`config.mk`:
```
export PLATFORM = sky130hd
export DESIGN_NAME = uart_tx
export DESIGN_NICKNAME = d
export VERILOG_FILES = /design/src/rtl/uart_tx.sv
export SDC_FILE = /design/constraint.sdc
export NUM_CORES = 1
export LEC_CHECK = 0
export CAP_MARGIN = 30
export CORE_MARGIN = 2
export CORE_UTILIZATION = 56
export DETAILED_ROUTE_END_ITERATION = 16
export MAX_ROUTING_LAYER = met4
export PLACE_DENSITY = 0.77
export SYNTH_ARGS = -nofsm -noshare
export SYNTH_HDL_FRONTEND = slang
export SYNTH_SLANG_ARGS = --single-unit
```
`constraint.sdc`:
```
create_clock -name clk -period 2.6 [get_ports clk]
set_input_delay 0.52 -clock clk [delete_from_list [all_inputs] [get_ports clk]]
set_output_delay 0.52 -clock clk [all_outputs]
set_load 0.02 [all_outputs]
```
`src/rtl/uart_tx.sv`:
```
// UART transmitter: one frame per accepted request, made of a start bit (0),
// 8 data bits LSB first, one parity bit (odd or even) and one stop bit (1).
// Every frame bit lasts CLK_FREQ/BAUD_RATE clock cycles, truncated.
module uart_tx #(
  parameter int CLK_FREQ    = 100000000,
  parameter int BAUD_RATE   = 19200,
  parameter int PARITY_MODE = 1
) (
  input  logic       clk,
  input  logic       rst,
  input  logic       send,
  input  logic [7:0] din,
  output logic       tx_out,
  output logic       busy,
  output logic       done
);

  localparam int BAUD_CYCLES = CLK_FREQ / BAUD_RATE;
  localparam int CNT_W       = (BAUD_CYCLES > 1) ? $clog2(BAUD_CYCLES) : 1;
  localparam logic [CNT_W-1:0] CNT_LAST = CNT_W'(BAUD_CYCLES - 1);

  typedef enum logic [2:0] {
    IDLE,
    START,
    DATA,
    PARITY,
    STOP
  } state_t;

  state_t           state, state_n;
  logic [CNT_W-1:0] cnt, cnt_n;
  logic [2:0]       idx, idx_n;
  logic [7:0]       shreg, shreg_n;
  logic             tx_n, busy_n, done_n;
  logic             bit_end;

  // Parity is always taken from the latched byte so that din may change
  // freely while a frame is on the line.
  function automatic logic parity_bit(input logic [7:0] b);
    if (PARITY_MODE == 1) return ~^b;
    else                  return ^b;
  endfunction

  // Next-state logic; outputs are derived from the next state so that
  // tx_out, busy and done come straight out of flops.
  always_comb begin
    state_n = state;
    cnt_n   = cnt;
    idx_n   = idx;
    shreg_n = shreg;
    bit_end = (cnt == CNT_LAST);

    case (state)
      IDLE: begin
        if (send) begin
          state_n = START;
          cnt_n   = '0;
          idx_n   = '0;
          shreg_n = din;
        end
      end
      START: begin
        if (bit_end) begin
          state_n = DATA;
          cnt_n   = '0;
          idx_n   = '0;
        end else begin
          cnt_n = cnt + 1'b1;
        end
      end
      DATA: begin
        if (bit_end) begin
          cnt_n = '0;
          if (idx == 3'd7) state_n = PARITY;
          else             idx_n   = idx + 3'd1;
        end else begin
          cnt_n = cnt + 1'b1;
        end
      end
      PARITY: begin
        if (bit_end) begin
          state_n = STOP;
          cnt_n   = '0;
        end else begin
          cnt_n = cnt + 1'b1;
        end
      end
      STOP: begin
        if (bit_end) begin
          state_n = IDLE;
          cnt_n   = '0;
        end else begin
          cnt_n = cnt + 1'b1;
        end
      end
      default: begin
        state_n = IDLE;
        cnt_n   = '0;
        idx_n   = '0;
      end
    endcase

    case (state_n)
      START:   tx_n = 1'b0;
      DATA:    tx_n = shreg_n[idx_n];
      PARITY:  tx_n = parity_bit(shreg_n);
      default: tx_n = 1'b1;
    endcase

    busy_n = (state_n != IDLE);
    done_n = (state_n == STOP) && (cnt_n == CNT_LAST);
  end

  // Control state and registered line outputs; reset aborts any frame.
  always_ff @(posedge clk) begin
    if (rst) begin
      state  <= IDLE;
      cnt    <= '0;
      idx    <= '0;
      tx_out <= 1'b1;
      busy   <= 1'b0;
      done   <= 1'b0;
    end else begin
      state  <= state_n;
      cnt    <= cnt_n;
      idx    <= idx_n;
      tx_out <= tx_n;
      busy   <= busy_n;
      done   <= done_n;
    end
  end

  // Data shift register: only meaningful after a byte is accepted.
  always_ff @(posedge clk) begin
    shreg <= shreg_n;
  end

endmodule
```
==> impl_results.html, run 1 <==
<table>
<tr><th>Metric</th><th>Value</th></tr>
<tr><th colspan="2">Detailed routing</th></tr>
<tr><td>Number of remaining DRC errors</td><td>0</td></tr>
<tr><td>Final antenna-violating net count</td><td>0</td></tr>
<tr><td>Via count</td><td>approximately 1,700</td></tr>
<tr><td>Total wirelength of the detailed-routed design</td><td>a little over 4000 µm</td></tr>
<tr><td>Routed wire per std cell</td><td>13.89 µm</td></tr>
<tr><td>Number of search-and-repair iterations in the first detailed-routing pass</td><td>4</td></tr>
<tr><td>Vias per cell</td><td>about 5.8</td></tr>
<tr><td>DRC violation total after the first TritonRoute iteration</td><td>86</td></tr>
<tr><th colspan="2">STA</th></tr>
<tr><td>Transition at the pin with the smallest max-transition slack</td><td>around 950 ps</td></tr>
<tr><td>Setup violations, final</td><td>0</td></tr>
<tr><td>Slack of the critical path</td><td>~260 ps</td></tr>
<tr><td>Maximum clock frequency</td><td>approximately 430 MHz</td></tr>
<tr><td>Slew Limit Fails</td><td>0</td></tr>
<tr><td>Headroom to the max-slew limit</td><td>0.3651</td></tr>
<tr><td>Final-layout setup total negative slack</td><td>0 ps</td></tr>
<tr><td>Unrepaired setup endpoints after global routing</td><td>no</td></tr>
<tr><td>Worst Hold Margin</td><td>~540 ps</td></tr>
<tr><td>Clk_skew</td><td>3.329 ps</td></tr>
<tr><td>Final period util</td><td>0.8984</td></tr>
<tr><td>Clock period minus worst slack</td><td>between 2000 and 2500 ps</td></tr>
<tr><td>Number of failing hold endpoints at the final stage</td><td>0</td></tr>
<tr><th colspan="2">Clock network</th></tr>
<tr><td>Number of setup buffers added after CTS</td><td>0</td></tr>
<tr><td>Clock latency at the later pin of the worst-skew pair</td><td>approximately 320 ps</td></tr>
<tr><td>Cts bufs inserted</td><td>5</td></tr>
<tr><td>Master cell of the clock root buffer</td><td>sky130_fd_sc_hd__clkbuf_4</td></tr>
<tr><td>Clock slew seen by the registers of the worst setup and hold paths</td><td>approximately 100 ps</td></tr>
<tr><td>TritonCTS clock tree</td><td>built</td></tr>
<tr><td>Maximum count of clock buffers along a single path</td><td>2</td></tr>
<tr><td>H-tree depth reported by CTS</td><td>2</td></tr>
<tr><td>Number of sinks handled by clock tree synthesis</td><td>30</td></tr>
<tr><th colspan="2">Placed design</th></tr>
<tr><td>Global placement routability congestion</td><td>just over 0.8</td></tr>
<tr><td>Area post-placement</td><td>2128 µm²</td></tr>
<tr><td>Quantity of I/O buffers inserted on ports</td><td>13</td></tr>
<tr><td>Hpwl dp</td><td>between 2000 and 3000 µm</td></tr>
<tr><td>Pre-CTS worst setup slack</td><td>roughly 4.9 ps</td></tr>
<tr><th colspan="2">Synthesis</th></tr>
<tr><td>Netlist area before placement</td><td>1941 µm²</td></tr>
<tr><td>Net count after synthesis</td><td>~240</td></tr>
<tr><td>Synth Area per Inst</td><td>slightly below 9 µm²</td></tr>
<tr><td>Synthesized-area fraction occupied by adder cells</td><td>0.01289</td></tr>
<tr><td>Number of flops mapped to enable cells by yosys</td><td>0</td></tr>
<tr><td>Share of synthesized area spent on multiplexers</td><td>0.09155</td></tr>
<tr><td>Count of different cell masters after synthesis</td><td>between 50 and 60</td></tr>
<tr><td>Simple-gate share of the synthesized area</td><td>0.2747</td></tr>
<tr><td>Commonest cells post-synth</td><td>sky130_fd_sc_hd__nor2_1, sky130_fd_sc_hd__dfxtp_1, sky130_fd_sc_hd__xnor2_1</td></tr>
<tr><td>Number of warning messages in the yosys log</td><td>0</td></tr>
<tr><td>#FFs+latches synth</td><td>30</td></tr>
<tr><td>Share of the synthesized netlist area taken by xor and xnor gates</td><td>0.09026</td></tr>
<tr><td>Dominant combinational cell family by area after synthesis</td><td>simple AND/OR/NAND/NOR gates</td></tr>
<tr><td>Proportion of register bits with asynchronous set or reset after synthesis</td><td>0</td></tr>
<tr><td>Syn Inst Count</td><td>between 200 and 250</td></tr>
<tr><td>Top flip-flop cell by instance count after synthesis</td><td>sky130_fd_sc_hd__dfxtp_1</td></tr>
<tr><td>Library cell with the largest summed area after synthesis</td><td>sky130_fd_sc_hd__dfxtp_1</td></tr>
<tr><td>Proportion of netlist area held by the largest area contributor</td><td>0.3095</td></tr>
<tr><td>Synthesized-area fraction occupied by ao, oa, aoi and oai cells</td><td>0.1612</td></tr>
<tr><td>Cell types occupying the most area after synthesis</td><td>sky130_fd_sc_hd__dfxtp_1, sky130_fd_sc_hd__xnor2_1, sky130_fd_sc_hd__nor2_1, sky130_fd_sc_hd__mux2_2, sky130_fd_sc_hd__a21oi_1</td></tr>
<tr><td>Dominant cell by count in the synthesized netlist</td><td>sky130_fd_sc_hd__nor2_1</td></tr>
<tr><td>Portion of the post-synthesis area used by sequential elements</td><td>0.3095</td></tr>
<tr><th colspan="2">Cells and area</th></tr>
<tr><td>Filler instances</td><td>between 200 and 300</td></tr>
<tr><td>Layout Cell Area excl Fill</td><td>2210 µm²</td></tr>
<tr><td>Total inserted antenna cells</td><td>0</td></tr>
<tr><td>Number of nets in the layout</td><td>256</td></tr>
<tr><td>Share of post-route cells with drive strength above 1</td><td>0.1885</td></tr>
<tr><td>Syn-to-layout area delta</td><td>13.86%</td></tr>
<tr><th colspan="2">Global routing</th></tr>
<tr><td>Global-route wire length before repair</td><td>6748 µm</td></tr>
<tr><td>Maximum number of pins on one net before global-route repair</td><td>13</td></tr>
<tr><td>Remaining Overflow, GRT</td><td>0</td></tr>
<tr><td>Via count of the first global-routing pass</td><td>~1,500</td></tr>
<tr><td>Antenna violations before repair</td><td>0</td></tr>
<tr><td>Global routing usage summed across all routing layers</td><td>0.2214</td></tr>
<tr><th colspan="2">Min path</th></tr>
<tr><td>Worst hold path type</td><td>flop to flop</td></tr>
<tr><th colspan="2">Critical path</th></tr>
<tr><td>Arrival time of the worst setup path</td><td>approximately 2600 ps</td></tr>
<tr><td>Classification of the worst setup path</td><td>flop to flop</td></tr>
<tr><td>Critical path fanouts, max</td><td>5</td></tr>
<tr><td>Crit path required time</td><td>2820 ps</td></tr>
<tr><td>Critical Path End Type</td><td>flop</td></tr>
<tr><td>Startpoint types</td><td>flop</td></tr>
<tr><th colspan="2">Power</th></tr>
<tr><td>Leak pwr</td><td>between 0.7 and 0.8 nW</td></tr>
<tr><td>Power density over the cells</td><td>about 500 nW/µm²</td></tr>
<tr><td>Peak supply drop</td><td>~290 µV</td></tr>
<tr><th colspan="2">Die</th></tr>
<tr><td>Die Ht</td><td>between 60 and 70 µm</td></tr>
<tr><td>Starting utilization of the core area</td><td>0.5816</td></tr>
<tr><td>Number of I/O pins</td><td>14</td></tr>
<tr><td>Total die area</td><td>just under 4000 µm²</td></tr>
<tr><td>Floorplan die width</td><td>between 60 and 70 µm</td></tr>
<tr><td>Total core area</td><td>3337 µm²</td></tr>
<tr><td>Std cell rows</td><td>21</td></tr>
<tr><th colspan="2">Job</th></tr>
<tr><td>Max-Cap Viols</td><td>0</td></tr>
<tr><th colspan="2">Status</th></tr>
<tr><td>Status</td><td>complete, no violations</td></tr>
</table>
worst max-delay path, cell delays in order, from the launching register on:
cell and delay, ps:
sky130_fd_sc_hd__dfxtp_1 420, sky130_fd_sc_hd__ha_1 200, sky130_fd_sc_hd__and4b_1 280, sky130_fd_sc_hd__and3_1 270
sky130_fd_sc_hd__nand3_2 130, sky130_fd_sc_hd__mux2i_4 220, sky130_fd_sc_hd__mux4_2 530, sky130_fd_sc_hd__nand3b_1 110
sky130_fd_sc_hd__o211ai_2 70
layout by cell type, fill, tap and decap left out, types with 6 or more instances in the layout:
cell and count:
sky130_fd_sc_hd__a21oi_1 12, sky130_fd_sc_hd__buf_4 12, sky130_fd_sc_hd__clkdlybuf4s50_1 13, sky130_fd_sc_hd__dfxtp_1 30, sky130_fd_sc_hd__inv_1 7, sky130_fd_sc_hd__mux2_2 10, sky130_fd_sc_hd__nand2_1 13, sky130_fd_sc_hd__nand3_1 10
sky130_fd_sc_hd__nor2_1 30, sky130_fd_sc_hd__nor2b_1 6, sky130_fd_sc_hd__o21ai_0 9, sky130_fd_sc_hd__xnor2_1 17
timing repair:
| action | 4_1_cts | 5_1_grt |
|---|---|---|
| endpoints found under the hold margin | 0 | 0 |
| resized for setup | 0 | 1 |
| hold buffers | 0 | 0 |
| endpoints found under the setup margin | 0 | 1 |
where the power goes:
part           internal, mW  leakage, nW  switching [mW]  total [mW]
combinational         0.131        0.486           0.118       0.250
clock                 0.185       0.0446           0.162       0.347
sequential            0.486        0.246          0.0206       0.507
total                 0.802        0.777           0.301        1.10
per-stage QoR:
stage | power, mW | std cells | utilization
4_1_cts | 1.110 | 290 | 0.6614
6_report | 1.103 | 290 | 0.6622
3_5_place_dp | 0.7666 | 282 | 0.6378
5_1_grt | 1.155 | 290 | 0.6622
2_1_floorplan | 0.6961 | 224 | -
3_3_place_gp | 0.7583 | 282 | 0.6378
path summary, 6_finish.rpt:
path | slack, ps | cells past startpoint | start | to
max | 260 | 8 | cnt[1] | tx_out
min | 540 | 1 | shreg[7] | shreg[7]
max reg2reg | 260 | 8 | cnt[1] | tx_out
min reg2reg | 540 | 1 | shreg[7] | shreg[7]
cell type report:
| type | instances | area, µm² | area share |
|---|---|---|---|
| Multi-Input combinational cell | 174 | 1226 | 0.5549 |
| Sequential cell | 30 | 600.6 | 0.2718 |
| Timing Repair Buffer | 25 | 220.2 | 0.09966 |
| Clock buffer | 8 | 78.83 | 0.03567 |
| Tap cell | 46 | 57.56 | 0.02605 |
| Inverter | 7 | 26.28 | 0.01189 |
routing by layer:
layer  track usage  share of wire  up-vias
met1        0.2596           0.46      792
met4       0.07500          0.016        0
li1              -              -      845
met5             -              0        -
met2        0.3763           0.49       37
met3       0.04505          0.039        8
cells by family after synthesis:
logic type | after synthesis
AOI/OAI and AO/OA | 46
xor gates and xnor gates | 20
adders and majority gates | 2
buffers and inverters | 20
DFF | 30
muxes | 14
and+or+nand+nor | 92
flip-flops by register name, summed over array words and instances (netlist names):
register	flops
shreg	8
done	1
state	3
cnt	13
tx_out	1
busy	1
idx	3
No activity file was read; power rests on OpenSTA's default activity.
==> run 2, diff against run 1 <==
--- a/config.mk
+++ b/config.mk
@@ -6,6 +6,7 @@
 export NUM_CORES = 1
 export LEC_CHECK = 0
 export CAP_MARGIN = 30
+export CORE_ASPECT_RATIO = 0.8
 export CORE_MARGIN = 2
 export CORE_UTILIZATION = 56
 export DETAILED_ROUTE_END_ITERATION = 16
==> impl_results.html, run 2 (synthesis results as in run 1) <==
<table>
<tr><th>Metric</th><th>Value</th></tr>
<tr><th colspan="2">Cells and area</th></tr>
<tr><td>Biggest registers after layout</td><td>cnt (13), shreg (8)</td></tr>
<tr><td>Number of nets in the layout</td><td>254 (-0.78%)</td></tr>
<tr><td>Share of post-route cells with drive strength above 1</td><td>0.1736 (-0.01497)</td></tr>
<tr><td>Layout Cell Area excl Fill</td><td>2212 µm² (+0.11%)</td></tr>
<tr><td>Largest register FFs</td><td>13 (unchanged)</td></tr>
<tr><td>Final design utilization</td><td>0.6553 (-0.006867)</td></tr>
<tr><td>Count of non-filler cells in the finished layout</td><td>284 (-2.1%)</td></tr>
<tr><td>Register with the most flip-flops</td><td>cnt</td></tr>
<tr><td>Filler instances</td><td>286 (+2.9%)</td></tr>
<tr><td>Syn-to-layout area delta</td><td>13.99%</td></tr>
<tr><td>Commonest cells after routing, fill and taps aside</td><td>sky130_fd_sc_hd__nor2_1, sky130_fd_sc_hd__dfxtp_1, sky130_fd_sc_hd__xnor2_1</td></tr>
<tr><td>Total inserted antenna cells</td><td>0 (unchanged)</td></tr>
<tr><td>Sequential cell area</td><td>600.6 µm² (unchanged)</td></tr>
<tr><td>Combined area of the multi-input logic cells</td><td>1224 µm² (-0.20%)</td></tr>
<tr><td>Most common library cell in the layout ignoring fill and taps</td><td>sky130_fd_sc_hd__nor2_1</td></tr>
<tr><th colspan="2">Clock network</th></tr>
<tr><td>Cts bufs inserted</td><td>5 (unchanged)</td></tr>
<tr><td>Master cell of the clock root buffer</td><td>sky130_fd_sc_hd__clkbuf_8</td></tr>
<tr><td>Clock slew seen by the registers of the worst setup and hold paths</td><td>70 ps (-30 ps)</td></tr>
<tr><td>Number of gates resized after CTS</td><td>0 (unchanged)</td></tr>
<tr><td>Clock latency at the later pin of the worst-skew pair</td><td>290 ps (-30 ps)</td></tr>
<tr><td>Number of setup buffers added after CTS</td><td>0 (unchanged)</td></tr>
<tr><td>TritonCTS clock tree</td><td>built</td></tr>
<tr><td>Number of sinks handled by clock tree synthesis</td><td>30 (unchanged)</td></tr>
<tr><td>H-tree depth reported by CTS</td><td>2 (unchanged)</td></tr>
<tr><td>Hold buffers post-CTS</td><td>0 (unchanged)</td></tr>
<tr><td>Maximum count of clock buffers along a single path</td><td>2 (unchanged)</td></tr>
<tr><th colspan="2">Global routing</th></tr>
<tr><td>Global-route wire length before repair</td><td>6879 µm (+1.9%)</td></tr>
<tr><td>Global routing usage summed across all routing layers</td><td>0.2271 (+0.005795)</td></tr>
<tr><td>Maximum number of pins on one net before global-route repair</td><td>14 (+1)</td></tr>
<tr><td>Remaining Overflow, GRT</td><td>0 (unchanged)</td></tr>
<tr><td>Antenna violations before repair</td><td>0 (unchanged)</td></tr>
<tr><td>Via count of the first global-routing pass</td><td>1,463 (-3.0%)</td></tr>
<tr><th colspan="2">Critical path</th></tr>
<tr><td>Critical path fanouts, max</td><td>5 (unchanged)</td></tr>
<tr><td>Arrival time of the worst setup path</td><td>2600 ps (+50 ps)</td></tr>
<tr><td>Worst reg-to-reg setup slack</td><td>170 ps (-90 ps)</td></tr>
<tr><td>Crit path required time</td><td>2770 ps (-50 ps)</td></tr>
<tr><td>Classification of the worst setup path</td><td>flop to flop</td></tr>
<tr><td>Startpoint types</td><td>flop</td></tr>
<tr><td>Critical Path End Type</td><td>flop</td></tr>
<tr><th colspan="2">Job</th></tr>
<tr><td>Max-Cap Viols</td><td>0 (unchanged)</td></tr>
<tr><th colspan="2">STA</th></tr>
<tr><td>Worst Hold Margin</td><td>528.0 ps (-8.050 ps)</td></tr>
<tr><td>Clock period minus worst slack</td><td>2429 ps (+92.58 ps)</td></tr>
<tr><td>Clk_skew</td><td>5.647 ps (+2.318 ps)</td></tr>
<tr><td>Headroom to the max-slew limit</td><td>0.6131 (+0.2480)</td></tr>
<tr><td>Number of failing hold endpoints at the final stage</td><td>0 (unchanged)</td></tr>
<tr><td>Final-layout setup total negative slack</td><td>0 ps (unchanged)</td></tr>
<tr><td>Setup violations, final</td><td>0 (unchanged)</td></tr>
<tr><td>Final period util</td><td>0.9340 (+0.03561)</td></tr>
<tr><td>Transition at the pin with the smallest max-transition slack</td><td>579.1 ps (-371.2 ps)</td></tr>
<tr><td>Slack of the critical path</td><td>171.5 ps (-92.58 ps)</td></tr>
<tr><td>Maximum clock frequency</td><td>411.8 MHz (-3.8%)</td></tr>
<tr><td>Unrepaired setup endpoints after global routing</td><td>no</td></tr>
<tr><td>Slew Limit Fails</td><td>0 (unchanged)</td></tr>
<tr><th colspan="2">Power</th></tr>
<tr><td>Total power</td><td>1.147 mW (+4.0%)</td></tr>
<tr><td>Peak supply drop</td><td>356.8 µV (+23%)</td></tr>
<tr><td>Leak pwr</td><td>0.7760 nW (about the same)</td></tr>
<tr><td>Power density over the cells</td><td>518.6 nW/µm² (+3.9%)</td></tr>
<tr><th colspan="2">Placed design</th></tr>
<tr><td>Area post-placement</td><td>2113 µm² (-0.71%)</td></tr>
<tr><td>Quantity of I/O buffers inserted on ports</td><td>13 (unchanged)</td></tr>
<tr><td>Pre-CTS worst setup slack</td><td>37.21 ps (+32.32 ps)</td></tr>
<tr><td>Hpwl dp</td><td>2995 µm (-0.15%)</td></tr>
<tr><td>Global placement routability congestion</td><td>0.8306 (+2.5%)</td></tr>
<tr><td>DP Cell Count</td><td>275 (-2.5%)</td></tr>
<tr><th colspan="2">Detailed routing</th></tr>
<tr><td>Final antenna-violating net count</td><td>0 (unchanged)</td></tr>
<tr><td>Total wirelength of the detailed-routed design</td><td>4070 µm (+1.0%)</td></tr>
<tr><td>Via count</td><td>1,641 (-2.4%)</td></tr>
<tr><td>Number of search-and-repair iterations in the first detailed-routing pass</td><td>4 (unchanged)</td></tr>
<tr><td>Vias per cell</td><td>5.778 (-0.38%)</td></tr>
<tr><td>DRC violation total after the first TritonRoute iteration</td><td>148 (+72%)</td></tr>
<tr><td>Number of remaining DRC errors</td><td>0 (unchanged)</td></tr>
<tr><td>Routed wire per std cell</td><td>14.33 µm (+3.2%)</td></tr>
<tr><th colspan="2">Die</th></tr>
<tr><td>Number of I/O pins</td><td>14 (unchanged)</td></tr>
<tr><td>Die Ht</td><td>56.65 µm (-9.9%)</td></tr>
<tr><td>Total core area</td><td>3376 µm² (+1.2%)</td></tr>
<tr><td>Total die area</td><td>3955 µm² (about the same)</td></tr>
<tr><td>Floorplan die width</td><td>69.82 µm (+11%)</td></tr>
<tr><td>Starting utilization of the core area</td><td>0.5749 (-0.006682)</td></tr>
<tr><td>Std cell rows</td><td>19 (-9.5%)</td></tr>
<tr><th colspan="2">Status</th></tr>
<tr><td>Status</td><td>complete, no violations</td></tr>
<tr><th colspan="2">Min path</th></tr>
<tr><td>Worst hold path type</td><td>flop to flop</td></tr>
</table>
run 2: worst max-delay path: stages (launching register included):
cell and delay (ps):
sky130_fd_sc_hd__dfxtp_1 400, sky130_fd_sc_hd__ha_1 260, sky130_fd_sc_hd__and4b_1 290, sky130_fd_sc_hd__and3_1 280, sky130_fd_sc_hd__nand3_2 140, sky130_fd_sc_hd__o22ai_2 240, sky130_fd_sc_hd__mux2_2 370, sky130_fd_sc_hd__mux2i_1 220
sky130_fd_sc_hd__o211ai_2 110
run 2: metal layers:
metal,GRT usage,part of all wire
met1,0.3326,0.53
met2,0.3007,0.39
met3,0.06104,0.068
met4,0.07418,0.011
met5,-,0
run 2: path summary, 6_finish.rpt:
check                           startpoint      to  cells past startpoint
worst max-delay path                cnt[1]  tx_out                      8
worst min-delay path                cnt[1]  cnt[1]                      2
worst max register to register      cnt[1]  tx_out                      8
worst min register to register      cnt[1]  cnt[1]                      2
run 2: layout make-up:
type                            instances  share of cell area
Sequential cell                        30              0.2715
Tap cell                               42             0.02376
Clock inverter                          1            0.002262
Clock buffer                            7             0.03903
Multi-Input combinational cell        174              0.5532
Timing Repair Buffer                   23             0.09842
Inverter                                7             0.01188
run 2: where the power goes:
| group | internal [mW] | switching [mW] |
|---|---|---|
| sequential | 0.487 | 0.0193 |
| combinational | 0.130 | 0.118 |
| clock | 0.213 | 0.180 |
